[config.mk]
export PLATFORM = sky130hd
export DESIGN_NAME = fifo_ctrl
export DESIGN_NICKNAME = d
export VERILOG_FILES = /design/src/rtl/fifo_ctrl.sv
export SDC_FILE = /design/constraint.sdc
export NUM_CORES = 1
export LEC_CHECK = 0
export ABC_CLOCK_PERIOD_IN_PS = 2600
export CORE_MARGIN = 10
export CORE_UTILIZATION = 35
export CTS_CLUSTER_SIZE = 28
export DETAILED_ROUTE_END_ITERATION = 16
export GPL_ROUTABILITY_DRIVEN = 0
export PLACE_DENSITY = 0.78
export SKIP_CTS_REPAIR_TIMING = 1
export SYNTH_ARGS = -nofsm -noshare
export SYNTH_HDL_FRONTEND = slang
export SYNTH_SLANG_ARGS = --single-unit
[constraint.sdc]
create_clock -name fc_clk -period 2.6 [get_ports fc_clk]
set_input_delay 0.52 -clock fc_clk [delete_from_list [all_inputs] [get_ports fc_clk]]
set_output_delay 0.52 -clock fc_clk [all_outputs]
set_load 0.05 [all_outputs]
[src/rtl/fifo_ctrl.sv]
// Pointer control for a synchronous FIFO: accepts requests, derives flags/count from counter pointers.
// Flags and count are combinational; rvalid, sticky errors and the shadow pointer check are registered.
module fifo_ctrl #(
  parameter int ADDR_W   = 3,
  parameter int PTR_W    = ADDR_W + 1,
  parameter int AF_LEVEL = 6,
  parameter int AE_LEVEL = 2
) (
  input  logic              fc_clk,
  input  logic              fc_clear,
  input  logic              fc_wr,
  input  logic              fc_rd,
  input  logic [PTR_W-1:0]  fc_wptr,
  input  logic [PTR_W-1:0]  fc_rptr,
  output logic              fc_we,
  output logic              fc_re,
  output logic [ADDR_W-1:0] fc_waddr,
  output logic [ADDR_W-1:0] fc_raddr,
  output logic              fc_full,
  output logic              fc_empty,
  output logic              fc_afull,
  output logic              fc_aempty,
  output logic [PTR_W-1:0]  fc_count,
  output logic              fc_rvalid,
  output logic              fc_ovf,
  output logic              fc_udf,
  output logic              fc_ptr_err
);

  localparam logic [PTR_W-1:0] AF_LVL = PTR_W'(AF_LEVEL);
  localparam logic [PTR_W-1:0] AE_LVL = PTR_W'(AE_LEVEL);

  logic [PTR_W-1:0] count;
  logic             full;
  logic             empty;
  logic             we;
  logic             re;

  logic             rvalid_q,  rvalid_d;
  logic             ovf_q,     ovf_d;
  logic             udf_q,     udf_d;
  logic             ptr_err_q, ptr_err_d;
  logic [PTR_W-1:0] exp_w_q,   exp_w_d;
  logic [PTR_W-1:0] exp_r_q,   exp_r_d;

  // The extra wrap bit distinguishes full from empty when the address bits match.
  always_comb begin
    count = fc_wptr - fc_rptr;
    empty = (fc_wptr == fc_rptr);
    full  = (fc_wptr[PTR_W-1] != fc_rptr[PTR_W-1]) &&
            (fc_wptr[ADDR_W-1:0] == fc_rptr[ADDR_W-1:0]);
    we    = fc_wr & ~full  & ~fc_clear;
    re    = fc_rd & ~empty & ~fc_clear;
  end

  always_comb begin
    rvalid_d  = re;
    ovf_d     = ovf_q | (fc_wr & full);
    udf_d     = udf_q | (fc_rd & empty);
    exp_w_d   = exp_w_q + PTR_W'(we);
    exp_r_d   = exp_r_q + PTR_W'(re);
    ptr_err_d = ptr_err_q | (fc_wptr != exp_w_q) | (fc_rptr != exp_r_q);
  end

  always_ff @(posedge fc_clk) begin
    if (fc_clear) begin
      rvalid_q  <= 1'b0;
      ovf_q     <= 1'b0;
      udf_q     <= 1'b0;
      ptr_err_q <= 1'b0;
      exp_w_q   <= '0;
      exp_r_q   <= '0;
    end else begin
      rvalid_q  <= rvalid_d;
      ovf_q     <= ovf_d;
      udf_q     <= udf_d;
      ptr_err_q <= ptr_err_d;
      exp_w_q   <= exp_w_d;
      exp_r_q   <= exp_r_d;
    end
  end

  assign fc_we      = we;
  assign fc_re      = re;
  assign fc_waddr   = fc_wptr[ADDR_W-1:0];
  assign fc_raddr   = fc_rptr[ADDR_W-1:0];
  assign fc_full    = full;
  assign fc_empty   = empty;
  assign fc_count   = count;
  assign fc_afull   = (count >= AF_LVL);
  assign fc_aempty  = (count <= AE_LVL);
  assign fc_rvalid  = rvalid_q;
  assign fc_ovf     = ovf_q;
  assign fc_udf     = udf_q;
  assign fc_ptr_err = ptr_err_q;

endmodule

# ---- Yosys cells after proc, flatten, opt, wreduce, memory -nomap -nowiden
# Cells that the tools add are included.
dict set report word_totals {
  regBits 12
  input_bits 12
  out_inout_bits 20
  wordCells 30
}
dict set report classes {
  addsub 3
  order_cmp 2
  eq_ne 5
  bitwise_logic 13
  n_reduce_logical 1
}
# op count
set op_table {}
lappend op_table {{adder 4 x 1 -> 4 bit} 2}
lappend op_table {{!= test 4 bit} 2}
lappend op_table {{AND 1 bit} 6}
lappend op_table {{== test 4 bit} 1}
lappend op_table {{>= comparator 4 x 3 -> 1 bit (second input constant)} 1}
lappend op_table {{<= comparator 4 x 2 -> 1 bit (second input constant)} 1}
lappend op_table {{OR 1 bit} 4}
lappend op_table {{subtractor 4 bit} 1}
lappend op_table {{== test 3 bit} 1}
lappend op_table {{inverter 1 bit} 3}
lappend op_table {{logical AND 1 bit} 1}
lappend op_table {{!= test 1 bit} 1}

# ---- Depth between registers and ports, before layout
# Gate-level depths: netlist of the first run.
dict set report logic_depth {
  ltp_word 6
  ltp_mapped 9
  mapped_depth_nobuf 9
}

# ---- Least setup slack after synthesis of the first run
# Ideal clock, no wire load.
dict set report synth_timing {
  path_type {input to register}
  from {in fc_rptr[2]}
  to {reg exp_w_q[1]}
  setup_time_ps 114
  arrival_ps 3215
  path_slack_ps -729
  path_stages 8
  cell_sequence {inv_1 > ha_1 > nand3_1 > and2b_2 > nor3b_1 > ha_1 > ha_1 > nor2b_1}
}
dict set report synth_between {
  elab_chain_len 6
}
# item line
set synth_rtl {}
lappend synth_rtl {{from (decl)} 14} ;# input logic [PTR_W-1:0] fc_rptr,
lappend synth_rtl {{== test 3 bit} 51} ;# (fc_wptr[ADDR_W-1:0] == fc_rptr[ADDR_W-1:0]);
lappend synth_rtl {{logical AND 1 bit} 50} ;# full = (fc_wptr[PTR_W-1] != fc_rptr[PTR_W-1]) &&
lappend synth_rtl {{net fc_full} 19} ;# output logic fc_full,
lappend synth_rtl {{inverter 1 bit} 52} ;# we = fc_wr & ~full & ~fc_clear;
lappend synth_rtl {{AND 1 bit (2 in a row)} 52}
lappend synth_rtl {{net fc_we} 15} ;# output logic fc_we,
lappend synth_rtl {{adder 4 x 1 -> 4 bit} 60} ;# exp_w_d = exp_w_q + PTR_W'(we);
lappend synth_rtl {{net exp_w_d[1]} 43} ;# logic [PTR_W-1:0] exp_w_q, exp_w_d;
lappend synth_rtl {{to (signal assigned)} 78} ;# exp_w_q <= exp_w_d;
lappend synth_rtl {{to (decl)} 43}
# The timed path passes the listed nets, and every way through them passes these cells.
# A chain may end at the register's enable or synchronous reset.

# ---- Worst setup path after layout of the first run
dict set report layout_timing {
  from {in fc_wptr[3]}
  to {out fc_aempty}
}
dict set report layout_between {
  elab_chain_len 2
}
# item line
set layout_rtl {}
lappend layout_rtl {{from (decl)} 13} ;# input logic [PTR_W-1:0] fc_wptr,
lappend layout_rtl {{subtractor 4 bit} 48} ;# count = fc_wptr - fc_rptr;
lappend layout_rtl {{<= comparator 4 x 2 -> 1 bit} 91} ;# assign fc_aempty = (count <= AE_LVL);
lappend layout_rtl {{to (decl)} 22} ;# output logic fc_aempty,
# No other way between the ends.

==> flow_summary.yaml, run 1 <==
drt:
  drt_wl_total_microns: 1910
  via_per_inst: 4.40
  via_count: 651
  routedWlPerCell_microns: 12.9
  route.detailed.drc: 0
  drt_iter0_markers: 16
  ant_nets: 0
  first_pass_iters: 2
critical_path:
  crit_fanout: 4
  startpoint_type: "primary input"
  cp.arrival_ns: 2.01
  worstPathRequired_ns: 2.08
  critPathCaptureType: "primary output"
  rr_worst_depth: 3
  crit_type: "primary input to primary output"
floorplanning:
  dieArea_sq_mm: 0.00436
  die_w_microns: 66.0
  pin_count: 32
  coreArea_sq_mm: 0.00198
  die_height_microns: 66.0
  num_rows: 16
  start_util: 0.374
cts:
  cts_tree: "done"
  ctsLongestPathBuffers: 2
  cts.sinks: 12
  clock-root-buffer: "clkbuf_4"
  htree_levels: 1
  insertion_delay_ns: 0.26
  cts_made_buffers: 3
  path_clk_slew_ns: 0.08
synthesis:
  yosys_warnings: 0
  synth_ff_type: "dfxtp_1"
  syn_inst: 78
  ys_types: 24
  synth_top_cell_by_area: "dfxtp_1"
  synth_edf_count: 0
  ys_ff_latch: 12
  syn_area_sq_um: 742
  synth_top_area_share: 0.324
  synth_common_cells: "dfxtp_1, xnor2_1, ha_1, inv_1, nor2_1"
  synth_nets: 98
  yosysSeqAreaShare: 0.324
  synth_area_leaders: "dfxtp_1, ha_1, xnor2_1"
  synth-async-reset-ratio: 0
  yosys.cell_count.top_type: "dfxtp_1"
  syn_avg_cell_area_sq_um: 9.51
global_route:
  antenna_found_initial: 0
  grt-ovfl-total: 0
  grt_pass1_wl_microns: 3130
  grt_max_degree: 9
  grt_usage: 0.0869
  grt_pass1_vias: 718
sta:
  setup_viol_count_final: 0
  max_freq_ghz: 0.396
  finalCriticalPeriod_ns: 2.53
  relSlewSlack: 0.660
  finalHoldViolations: 0
  finClkSkew_ns: 0.00578
  final.setup.worst_slack_ns: 0.0743
  rsz0062_at_grt: "true"
  finalCritPeriodShare: 0.971
  finalMaxSlewViolations: 0
  worstMarginPinSlew_ns: 0.509
  timing.hold.ws_ns: 0.487
layout:
  n_fill_cell: 147
  antenna_cells: 0
  fin_nets: 142
  area_growth_pct: 84.0
  final_cell_area_sq_mm: 0.00137
  drive_above_1_share: 0.438
power_and_ir_drop:
  power_mw: 0.678
  p_per_area_mw_per_mm2: 497
  leakage_nw: 0.641
  ir_drop_v: 0.000374
placed_design:
  hpwl_microns: 1700
  portBuffers: 31
  dpl_cell_area_sq_mm: 0.00128
  dp_slack_ns: -0.265
min_path:
  holdPathStages: 2
  hold_path.class: "flip-flop to flip-flop"
run:
  cap_violations: 0
run_status:
  status: "completed"
==> layout make-up <==
class                      instances  area [sq um]  area share
inverter                           7          26.3      0.0192
clock buffer                       4          36.3      0.0266
tap                               27          33.8      0.0247
timing repair buffer              46           523       0.383
sequential                        12           240       0.176
multi-input combinational         52           505       0.370
==> cells by family (layout without fill, tap and decap cells) <==
family / after synthesis / count (layout) / synth area share
AND/OR/NAND/NOR: 23 / 23 / 0.179
XOR/XNOR: 14 / 14 / 0.175
buffers and inverters: 14 / 57 / 0.101
flip-flops: 12 / 12 / 0.324
adder cells (fa/ha/maj): 8 / 8 / 0.145
AO/OA/AOI/OAI: 7 / 7 / 0.0759
==> flip-flops by register name (all words and copies together) (netlist names) <==
name	cells
fc_ovf	1
exp_w_q	4
fc_ptr_err	1
exp_r_q	4
fc_rvalid	1
fc_udf	1
==> cells in the final DEF (no fill, tap or decap), types with 4 or more instances in the layout <==
cell	count
dfxtp_1	12
nor2b_1	4
dlymetal6s2s_1	6
inv_1	6
nor2_1	6
buf_12	10
ha_1	5
xnor2_1	9
clkdlybuf4s50_1	9
buf_4	21
==> routing by layer <==
metal / track usage / up-vias / share of wire
li1: - / 334 / -
met1: 0.0872 / 295 / 0.43
met2: 0.163 / 22 / 0.48
met3: 0.0424 / 0 / 0.090
met4: 0.00785 / 0 / 0
met5: 0 / - / 0
==> report_power, final <==
part	internal [mW]	leakage, nW	switching (mW)	total [mW]
clock network	0.0848	0.0210	0.0602	0.145
logic	0.162	0.522	0.175	0.338
registers	0.191	0.0979	0.00442	0.195
==> stage by stage <==
stage | utilization | std cells | TNS, ns
floorplan | - | 78 | -0.141
global route | 0.689 | 148 | -0.00723
detailed placement | 0.645 | 143 | -1.27
finish | 0.689 | 148 | 0
global placement | 0.645 | 143 | -0.863
CTS | 0.663 | 147 | -0.968
==> final timing paths <==
check                           slack [ns]       start         end
worst min-delay path                  0.49      fc_ovf      fc_ovf
worst max-delay path                  0.07  fc_wptr[3]   fc_aempty
worst max register to register        1.57  exp_w_q[0]  exp_w_q[1]
worst min register to register        0.49      fc_ovf      fc_ovf
==> critical path, stage by stage <==
cell and delay, ns:
clkdlybuf4s50_1 0.55, xor2_2 0.27, nand3_2 0.17, a221oi_4 0.32, buf_12 0.18
No activity file was read; power rests on OpenSTA's default activity.
==> run 2, diff against run 1 <==
--- a/config.mk
+++ b/config.mk
@@ -11,6 +11,7 @@
 export CTS_CLUSTER_SIZE = 28
 export DETAILED_ROUTE_END_ITERATION = 16
 export GPL_ROUTABILITY_DRIVEN = 0
+export HOLD_SLACK_MARGIN = 0.08
 export PLACE_DENSITY = 0.78
 export SKIP_CTS_REPAIR_TIMING = 1
 export SYNTH_ARGS = -nofsm -noshare
==> results of run 2 <==
No change in the layout: final DEF, timing and power equal those of run 1.
